[config.mk]
export PLATFORM = sky130hd
export DESIGN_NAME = verify_feeder
export DESIGN_NICKNAME = d
export VERILOG_FILES = /design/src/rtl/verify_feeder_pkg.sv /design/src/rtl/stream_skid2.sv /design/src/rtl/verify_feeder.sv
export SDC_FILE = /design/constraint.sdc
export NUM_CORES = 1
export LEC_CHECK = 0
export ABC_AREA = 1
export ABC_CLOCK_PERIOD_IN_PS = 4800
export CELL_PAD_IN_SITES_DETAIL_PLACEMENT = 1
export CELL_PAD_IN_SITES_GLOBAL_PLACEMENT = 1
export CORE_MARGIN = 4
export CORE_UTILIZATION = 37
export CTS_BUF_LIST = sky130_fd_sc_hd__clkbuf_16
export DETAILED_ROUTE_END_ITERATION = 10
export PLACE_DENSITY = 0.81
export REMOVE_ABC_BUFFERS = 1
export SYNTH_ARGS = -nofsm -noshare
export SYNTH_HDL_FRONTEND = slang
export SYNTH_SLANG_ARGS = --single-unit
[constraint.sdc]
create_clock -name clk -period 4.8 [get_ports clk]
set_clock_uncertainty 0.1 [all_clocks]
set_input_delay 0.96 -clock clk [delete_from_list [all_inputs] [get_ports clk]]
set_output_delay 0.96 -clock clk [all_outputs]
set_load 0.005 [all_outputs]
[src/rtl/verify_feeder_pkg.sv]
// Shared definitions for the signature-verify feeder.
//   field_t      : field-memory selector driven on rd_sel_o
//   state_t      : feeder FSM state, also exported for debug
//   *_WORDS_NUM  : per-field word counts at the default width/level
//   VERIFY_MODE  : core_mode_o encoding for a verify job
//   helpers      : word counts for any stream width and security level
package verify_feeder_pkg;

  localparam int unsigned W_DEFAULT         = 64;
  localparam int unsigned SEC_LEVEL_DEFAULT = 2;
  localparam logic [1:0]  VERIFY_MODE       = 2'd2;
  localparam int unsigned NUM_FIELDS        = 7;

  typedef enum logic [2:0] {
    F_RHO  = 3'd0,
    F_C    = 3'd1,
    F_Z    = 3'd2,
    F_T1   = 3'd3,
    F_H    = 3'd4,
    F_MLEN = 3'd5,
    F_MSG  = 3'd6
  } field_t;

  typedef enum logic [2:0] {
    S_IDLE   = 3'd0,
    S_CRST   = 3'd1,
    S_CSTART = 3'd2,
    S_FEED   = 3'd3,
    S_RESULT = 3'd4,
    S_DONE   = 3'd5
  } state_t;

  function automatic int unsigned bytes_to_words(int unsigned nbytes, int unsigned w);
    return (nbytes * 8 + w - 1) / w;
  endfunction

  // Packed byte sizes: z uses 18-bit coefficients at level 2, 20-bit above;
  // t1 is K polys of 320 bytes; h is omega + K bytes.
  function automatic int unsigned seed_words_num(int unsigned w);
    return bytes_to_words(32, w);
  endfunction

  function automatic int unsigned z_words_num(int unsigned sec, int unsigned w);
    case (sec)
      3:       return bytes_to_words(5 * 640, w);
      5:       return bytes_to_words(7 * 640, w);
      default: return bytes_to_words(4 * 576, w);
    endcase
  endfunction

  function automatic int unsigned t1_words_num(int unsigned sec, int unsigned w);
    case (sec)
      3:       return bytes_to_words(6 * 320, w);
      5:       return bytes_to_words(8 * 320, w);
      default: return bytes_to_words(4 * 320, w);
    endcase
  endfunction

  function automatic int unsigned h_words_num(int unsigned sec, int unsigned w);
    case (sec)
      3:       return bytes_to_words(55 + 6, w);
      5:       return bytes_to_words(75 + 8, w);
      default: return bytes_to_words(80 + 4, w);
    endcase
  endfunction

  localparam int unsigned SEED_WORDS_NUM = seed_words_num(W_DEFAULT);
  localparam int unsigned Z_WORDS_NUM    = z_words_num(SEC_LEVEL_DEFAULT, W_DEFAULT);
  localparam int unsigned T1_WORDS_NUM   = t1_words_num(SEC_LEVEL_DEFAULT, W_DEFAULT);
  localparam int unsigned H_WORDS_NUM    = h_words_num(SEC_LEVEL_DEFAULT, W_DEFAULT);

  // Field sequence for one job; idx runs 0..NUM_FIELDS-1.
  function automatic field_t field_at(bit high_perf, logic [2:0] idx);
    if (high_perf) begin
      case (idx)
        3'd0:    return F_RHO;
        3'd1:    return F_C;
        3'd2:    return F_Z;
        3'd3:    return F_T1;
        3'd4:    return F_MLEN;
        3'd5:    return F_MSG;
        default: return F_H;
      endcase
    end else begin
      case (idx)
        3'd0:    return F_RHO;
        3'd1:    return F_T1;
        3'd2:    return F_C;
        3'd3:    return F_Z;
        3'd4:    return F_H;
        3'd5:    return F_MLEN;
        default: return F_MSG;
      endcase
    end
  endfunction

endpackage

[src/rtl/stream_skid2.sv]
// Two-entry valid/ready buffer between the field-memory read pipeline and
// the core input stream.
//   in_valid_i/in_data_i   : push side; the producer tracks credit through
//                            count_o and never pushes into a full buffer
//   out_valid_o/out_data_o : pop side, head entry; holds while out_ready_i=0
//   out_ready_i            : consumer accepts the head entry
//   count_o                : current occupancy (0..2)
// Valid/ready: a word moves when valid && ready at a rising edge; once valid
// is high it stays high with stable data until that happens.
module stream_skid2 #(
  parameter int unsigned W = 64
) (
  input  logic         clk,
  input  logic         rst,
  input  logic         in_valid_i,
  input  logic [W-1:0] in_data_i,
  output logic         out_valid_o,
  output logic [W-1:0] out_data_o,
  input  logic         out_ready_i,
  output logic [1:0]   count_o
);

  logic [W-1:0] slot0_q, slot0_d;
  logic [W-1:0] slot1_q, slot1_d;
  logic [1:0]   count_q, count_d;
  logic         pop;

  assign out_valid_o = (count_q != 2'd0);
  assign out_data_o  = slot0_q;
  assign count_o     = count_q;

  always_comb begin
    slot0_d = slot0_q;
    slot1_d = slot1_q;
    pop     = out_valid_o && out_ready_i;
    if (pop && count_q == 2'd2) slot0_d = slot1_q;
    if (in_valid_i) begin
      // New word lands in the first slot that is free after the pop.
      if (count_q == 2'd0 || (count_q == 2'd1 && pop)) slot0_d = in_data_i;
      else                                              slot1_d = in_data_i;
    end
    count_d = count_q + {1'b0, in_valid_i} - {1'b0, pop};
  end

  always_ff @(posedge clk) begin
    if (rst) begin
      slot0_q <= '0;
      slot1_q <= '0;
      count_q <= 2'd0;
    end else begin
      slot0_q <= slot0_d;
      slot1_q <= slot1_d;
      count_q <= count_d;
    end
  end

endmodule

[src/rtl/verify_feeder.sv]
// Sequences one signature-verify job on the dilithium core: resets and
// starts the core, streams the signature/key/message fields from the field
// memory into the core, then captures the accept/reject result.
//   start_i, mlen_i                  : job request and message length (bytes)
//   busy_o, done_o, reject_o, cycles_o : job status
//   rd_en_o/rd_sel_o/rd_addr_o, rd_data_i : field memory, 1-cycle read latency
//   core_rst_o/core_start_o/core_mode_o   : core control
//   core_valid_o/core_ready_i/core_data_o : stream into the core
//   core_valid_i/core_ready_o/core_data_i : result stream from the core
//   dbg_state_o                      : FSM state
module verify_feeder
  import verify_feeder_pkg::*;
#(
  parameter int unsigned W         = W_DEFAULT,
  parameter int          HIGH_PERF = 1,
  parameter int unsigned SEC_LEVEL = SEC_LEVEL_DEFAULT
) (
  input  logic         clk,
  input  logic         rst,
  input  logic         start_i,
  output logic         busy_o,
  output logic         rd_en_o,
  output field_t       rd_sel_o,
  output logic [9:0]   rd_addr_o,
  input  logic [W-1:0] rd_data_i,
  input  logic [31:0]  mlen_i,
  output logic         core_rst_o,
  output logic         core_start_o,
  output logic [1:0]   core_mode_o,
  output logic         core_valid_o,
  input  logic         core_ready_i,
  output logic [W-1:0] core_data_o,
  input  logic         core_valid_i,
  output logic         core_ready_o,
  input  logic [W-1:0] core_data_i,
  output logic         done_o,
  output logic         reject_o,
  output logic [31:0]  cycles_o,
  output state_t       dbg_state_o
);

  localparam logic [31:0] SEED_WN = 32'(seed_words_num(W));
  localparam logic [31:0] Z_WN    = 32'(z_words_num(SEC_LEVEL, W));
  localparam logic [31:0] T1_WN   = 32'(t1_words_num(SEC_LEVEL, W));
  localparam logic [31:0] H_WN    = 32'(h_words_num(SEC_LEVEL, W));

  state_t      state_q, state_d;
  logic [1:0]  crst_cnt_q, crst_cnt_d;
  logic [31:0] mlen_q, mlen_d;
  logic [31:0] msg_words_q, msg_words_d;
  logic [2:0]  fidx_q, fidx_d;       // field being fetched
  logic [31:0] k_q, k_d;             // word index inside that field
  logic        iss_done_q, iss_done_d;
  logic        pend_q, pend_mlen_q;  // read in flight, and whether it is the MLEN word
  logic        reject_q, reject_d;
  logic [31:0] cycles_q, cycles_d;

  field_t      cur_field;
  logic [31:0] cur_len;
  logic [34:0] msg_w;
  logic [1:0]  skid_count;
  logic [2:0]  credit_used;
  logic        pop, issue, last_xfer;
  logic [W-1:0] push_data;

  stream_skid2 #(.W(W)) u_skid (
    .clk         (clk),
    .rst         (rst),
    .in_valid_i  (pend_q),
    .in_data_i   (push_data),
    .out_valid_o (core_valid_o),
    .out_data_o  (core_data_o),
    .out_ready_i (core_ready_i),
    .count_o     (skid_count)
  );

  assign push_data = pend_mlen_q ? W'(mlen_q) : rd_data_i;

  always_comb begin
    cur_field = field_at(HIGH_PERF != 0, fidx_q);
    case (cur_field)
      F_RHO, F_C: cur_len = SEED_WN;
      F_Z:        cur_len = Z_WN;
      F_T1:       cur_len = T1_WN;
      F_H:        cur_len = H_WN;
      F_MSG:      cur_len = msg_words_q;
      default:    cur_len = 32'd1;
    endcase

    // A read issued now lands in the buffer next cycle, so buffered words
    // plus the one in flight, less the one leaving now, must leave a slot.
    pop         = core_valid_o && core_ready_i;
    credit_used = {1'b0, skid_count} + {2'b0, pend_q};
    issue       = (state_q == S_CSTART || state_q == S_FEED) && !iss_done_q &&
                  (credit_used <= (3'd1 + {2'b0, pop}));
    last_xfer   = pop && iss_done_q && !pend_q && (skid_count == 2'd1);

    rd_en_o   = issue && (cur_field != F_MLEN);
    rd_sel_o  = rd_en_o ? cur_field : F_RHO;
    rd_addr_o = rd_en_o ? k_q[9:0] : 10'd0;

    fidx_d     = fidx_q;
    k_d        = k_q;
    iss_done_d = iss_done_q;
    if (issue) begin
      if (k_q == cur_len - 32'd1) begin
        k_d = 32'd0;
        if (fidx_q == 3'(NUM_FIELDS - 1)) iss_done_d = 1'b1;
        else                              fidx_d     = fidx_q + 3'd1;
      end else begin
        k_d = k_q + 32'd1;
      end
    end

    msg_w       = ({mlen_i, 3'b000} + 35'(W - 1)) / 35'(W);
    state_d     = state_q;
    crst_cnt_d  = crst_cnt_q;
    mlen_d      = mlen_q;
    msg_words_d = msg_words_q;
    reject_d    = reject_q;
    cycles_d    = cycles_q;

    case (state_q)
      S_IDLE: begin
        if (start_i) begin
          state_d     = S_CRST;
          mlen_d      = mlen_i;
          msg_words_d = (msg_w == 35'd0) ? 32'd1 : 32'(msg_w);
          crst_cnt_d  = 2'd0;
          fidx_d      = 3'd0;
          k_d         = 32'd0;
          iss_done_d  = 1'b0;
        end
      end
      S_CRST: begin
        crst_cnt_d = crst_cnt_q + 2'd1;
        if (crst_cnt_q == 2'd3) state_d = S_CSTART;
      end
      S_CSTART: begin
        // Count restarts here; the CSTART cycle itself is the first one.
        cycles_d = 32'd1;
        reject_d = 1'b0;
        state_d  = S_FEED;
      end
      S_FEED: begin
        if (cycles_q != 32'hFFFF_FFFF) cycles_d = cycles_q + 32'd1;
        if (last_xfer) state_d = S_RESULT;
      end
      S_RESULT: begin
        if (cycles_q != 32'hFFFF_FFFF) cycles_d = cycles_q + 32'd1;
        if (core_valid_i) begin
          reject_d = (core_data_i == W'(1));
          state_d  = S_DONE;
        end
      end
      S_DONE:  state_d = S_IDLE;
      default: state_d = S_IDLE;
    endcase
  end

  always_ff @(posedge clk) begin
    if (rst) begin
      state_q     <= S_IDLE;
      crst_cnt_q  <= 2'd0;
      mlen_q      <= 32'd0;
      msg_words_q <= 32'd0;
      fidx_q      <= 3'd0;
      k_q         <= 32'd0;
      iss_done_q  <= 1'b0;
      pend_q      <= 1'b0;
      pend_mlen_q <= 1'b0;
      reject_q    <= 1'b0;
      cycles_q    <= 32'd0;
    end else begin
      state_q     <= state_d;
      crst_cnt_q  <= crst_cnt_d;
      mlen_q      <= mlen_d;
      msg_words_q <= msg_words_d;
      fidx_q      <= fidx_d;
      k_q         <= k_d;
      iss_done_q  <= iss_done_d;
      pend_q      <= issue;
      pend_mlen_q <= issue && (cur_field == F_MLEN);
      reject_q    <= reject_d;
      cycles_q    <= cycles_d;
    end
  end

  assign busy_o       = (state_q != S_IDLE) && (state_q != S_DONE);
  assign done_o       = (state_q == S_DONE);
  assign core_rst_o   = (state_q == S_CRST);
  assign core_start_o = (state_q == S_CSTART);
  assign core_ready_o = (state_q == S_RESULT);
  assign core_mode_o  = VERIFY_MODE;
  assign reject_o     = reject_q;
  assign cycles_o     = cycles_q;
  assign dbg_state_o  = state_q;

endmodule

==> metrics.txt <==
row cnt 73; DR vias 15800; critical path launch point type primary input; DP Cell Count 2979; Setup violations, final 0; WP data arrival 3.30 ns; count of cell types in the netlist 54; DRT antenna net count 0; GRT Util Overall 0.239; pin count of the biggest net entering global routing 73; Initial Utilization 0.374; Yosys top cell by area dfxtp_1; Period minus WS final 4.36 ns; layout cells sized above 1 0.0592; Detail Placement HPWL 40500 µm; Overflow after GRT 0; Max-slew headroom 0.331; Leak 7.97 nW; routed wire length 53900 µm; Core ar. 0.0398 mm²; pre-CTS setup slack -0.142 ns; setup ws final 0.439 ns; vias per cell 5.19; Die Ht 209 µm; Sum Neg Setup Slack 0 ns; wire length of the first global-routing pass 86600 µm; CP Cell Sequence dlymetal6s2s_1 -> inv_1 -> nor2_4 -> fa_1 -> or2_1 -> o21ai_1 -> nand3_1 -> inv_2 -> nand2_2 -> buf_12 -> nor2_1 -> clkdlybuf4s50_1; Yosys top cell area share 0.358; Pre-antenna DRT Iters 4; GP Congestion 0.914; Tot Pwr 5.84 mW; max_cap viols 0; fin area 0.0193 mm²; Synth top cells by count nand2_1 (472), inv_1 (324), dfxtp_1 (267), nor2_1 (241), a21oi_1 (173); clk root buf clkbuf_16; clock insertion delay at the later pin of the skew report 0.56 ns; Post-synth EDFFs 0; Synth-to-Final Area Change 29.6%; initial antenna violation count 7; WHS 0.343 ns; Post-Syn Area 0.0149 mm²; Setup crit end kind output pin; number of global-route vias before repair 16600; die footprint 0.0436 mm²; CTS tree built; Setup CP Type primary input to output pin; status finished, final reports clean; top cells by area, synth dfxtp_1 (36%), nand2_1 (12%), inv_1 (8.2%), nor2_1 (6.1%), a21oi_1 (5.8%); yosys warns 0; peak supply drop 0.000274 V; Avg WL per Cell 17.7 µm; Mapped Cells 2240; WP data required 3.74 ns; actual slew at the worst max-slew pin 0.997 ns; DRT iter0 DRCs 687; Post CTS Setup Buffer Count 0; CTS Buf Count 34; Chip Width 209 µm; Nets 2669; PD cells 302 mW/mm²; worst-path fanout max 11; FILL cells 5139; final hold violations 0; post-synthesis sequential element count 267; Hold Path Class flop to flop; ys flop type dfxtp_1; Finished Layout Cells 3048; final core occ 0.485; Port Buffers 284; # IOs 287; CTS clk-pin slew, worst paths 0.06 ns; fin. max-slew vios 0; crit-path max cell delay 0.51 ns; sequential area share after synthesis 0.358; Fmax 229 MHz; DRC 0; Post-synth ARST share 0; Synth Area per Inst 6.66 µm²; period utilization 0.909; clock sink count 267; RSZ-0062 raised after global routing false; most frequent cell after synthesis nand2_1; crit path max-delay cell type clkdlybuf4s50_1; Post-CTS Hold Buffers 0; placed cell area 0.0182 mm²; Clock Tree Buf Depth 3; H-tree lvl count 2
[what timing repair did]
item	in CTS	in global routing
endpoints found under the setup margin	13	14
pin swaps	0	1
gates resized for setup	3	5
[power by group]
group	internal, mW	switching (mW)
Combinational	0.411	0.503
Sequential	2.34	0.0675
Clock	1.47	1.06
Total	4.21	1.63
[worst max-delay path: cells and delay by family]
| family | cells | cell delay [ns] |
|---|---|---|
| adders and majority gates | 1 | 0.42 |
| and+or+nand+nor | 5 | 0.74 |
| buffers and inverters | 5 | 1.02 |
| AOI/OAI and AO/OA | 1 | 0.15 |
[layout by cell type, fill, tap and decap left out, types with 3 or more instances in the layout]
cell type and instances:
nor2_1 239, o21bai_1 3, buf_4 23, nor2_2 23, inv_2 11, nor3_1 58, nand3b_1 7, inv_1 330
a211oi_1 53, clkdlybuf4s50_1 282, clkbuf_16 34, xor2_1 58, nor3_2 3, clkinv_1 8, a31oi_1 4, nand2_2 11
ha_1 13, diode_2 7, mux2i_1 28, xnor2_1 3, bufinv_16 3, nor3b_1 4, nand2_1 469, o22ai_1 38
o21ai_0 130, dfxtp_1 266, o21ai_1 4, nand3_1 101, a21oi_1 173, nor4_1 32, nor2_4 11, nand3_2 7
clkinv_2 3, nand4_1 47
[cell type report]
cell class | count | area, µm² | share of cell area
sequential | 267 | 5350 | 0.277
clock buffer | 34 | 851 | 0.0440
inverter | 333 | 1250 | 0.0648
clock inverter | 28 | 246 | 0.0128
multi-input combinational | 1546 | 7930 | 0.410
tap | 525 | 657 | 0.0340
timing repair buffer | 308 | 3030 | 0.157
antenna | 7 | 17.5 | 0.000906
[cell families after synthesis]
group / Yosys count / share of synthesized area
compound gates: 415 / 0.154
other cells: 2 / 0.000504
mux: 28 / 0.0188
buf+inv: 427 / 0.112
flops: 267 / 0.358
xor+xnor: 61 / 0.0358
simple gates: 1026 / 0.307
fa+ha+maj: 14 / 0.0123
[state kept, by name, summed over array words and instances, names as in the netlist]
register           cells
u_skid.count_o         2
u_skid.out_data_o     64
crst_cnt_q             2
fidx_q                 3
reject_o               1
k_q                   32
u_skid.slot1_q        64
mlen_q                32
dbg_state_o            3
pend_mlen_q            1
iss_done_q             1
msg_words_q           29
pend_q                 1
cycles_o              32
[worst paths after layout]
path | to | depth (start not counted) | start | slack (ns)
setup / recovery | rd_addr_o[5] | 12 | core_ready_i | 0.44
hold / removal | u_skid.slot1_q[7] | 2 | u_skid.slot1_q[7] | 0.34
setup reg to reg | k_q[24] | 23 | fidx_q[1] | 0.73
hold reg to reg | u_skid.slot1_q[7] | 2 | u_skid.slot1_q[7] | 0.34
[routing by layer]
layer,GRT usage,wire length (µm),vias to the layer above
met5,0,0,-
met3,0.0383,2180,98
li1,-,-,7808
met2,0.432,27500,304
met1,0.290,22700,7597
met4,0.0767,1450,0
(Power assumes the default switching activity.)
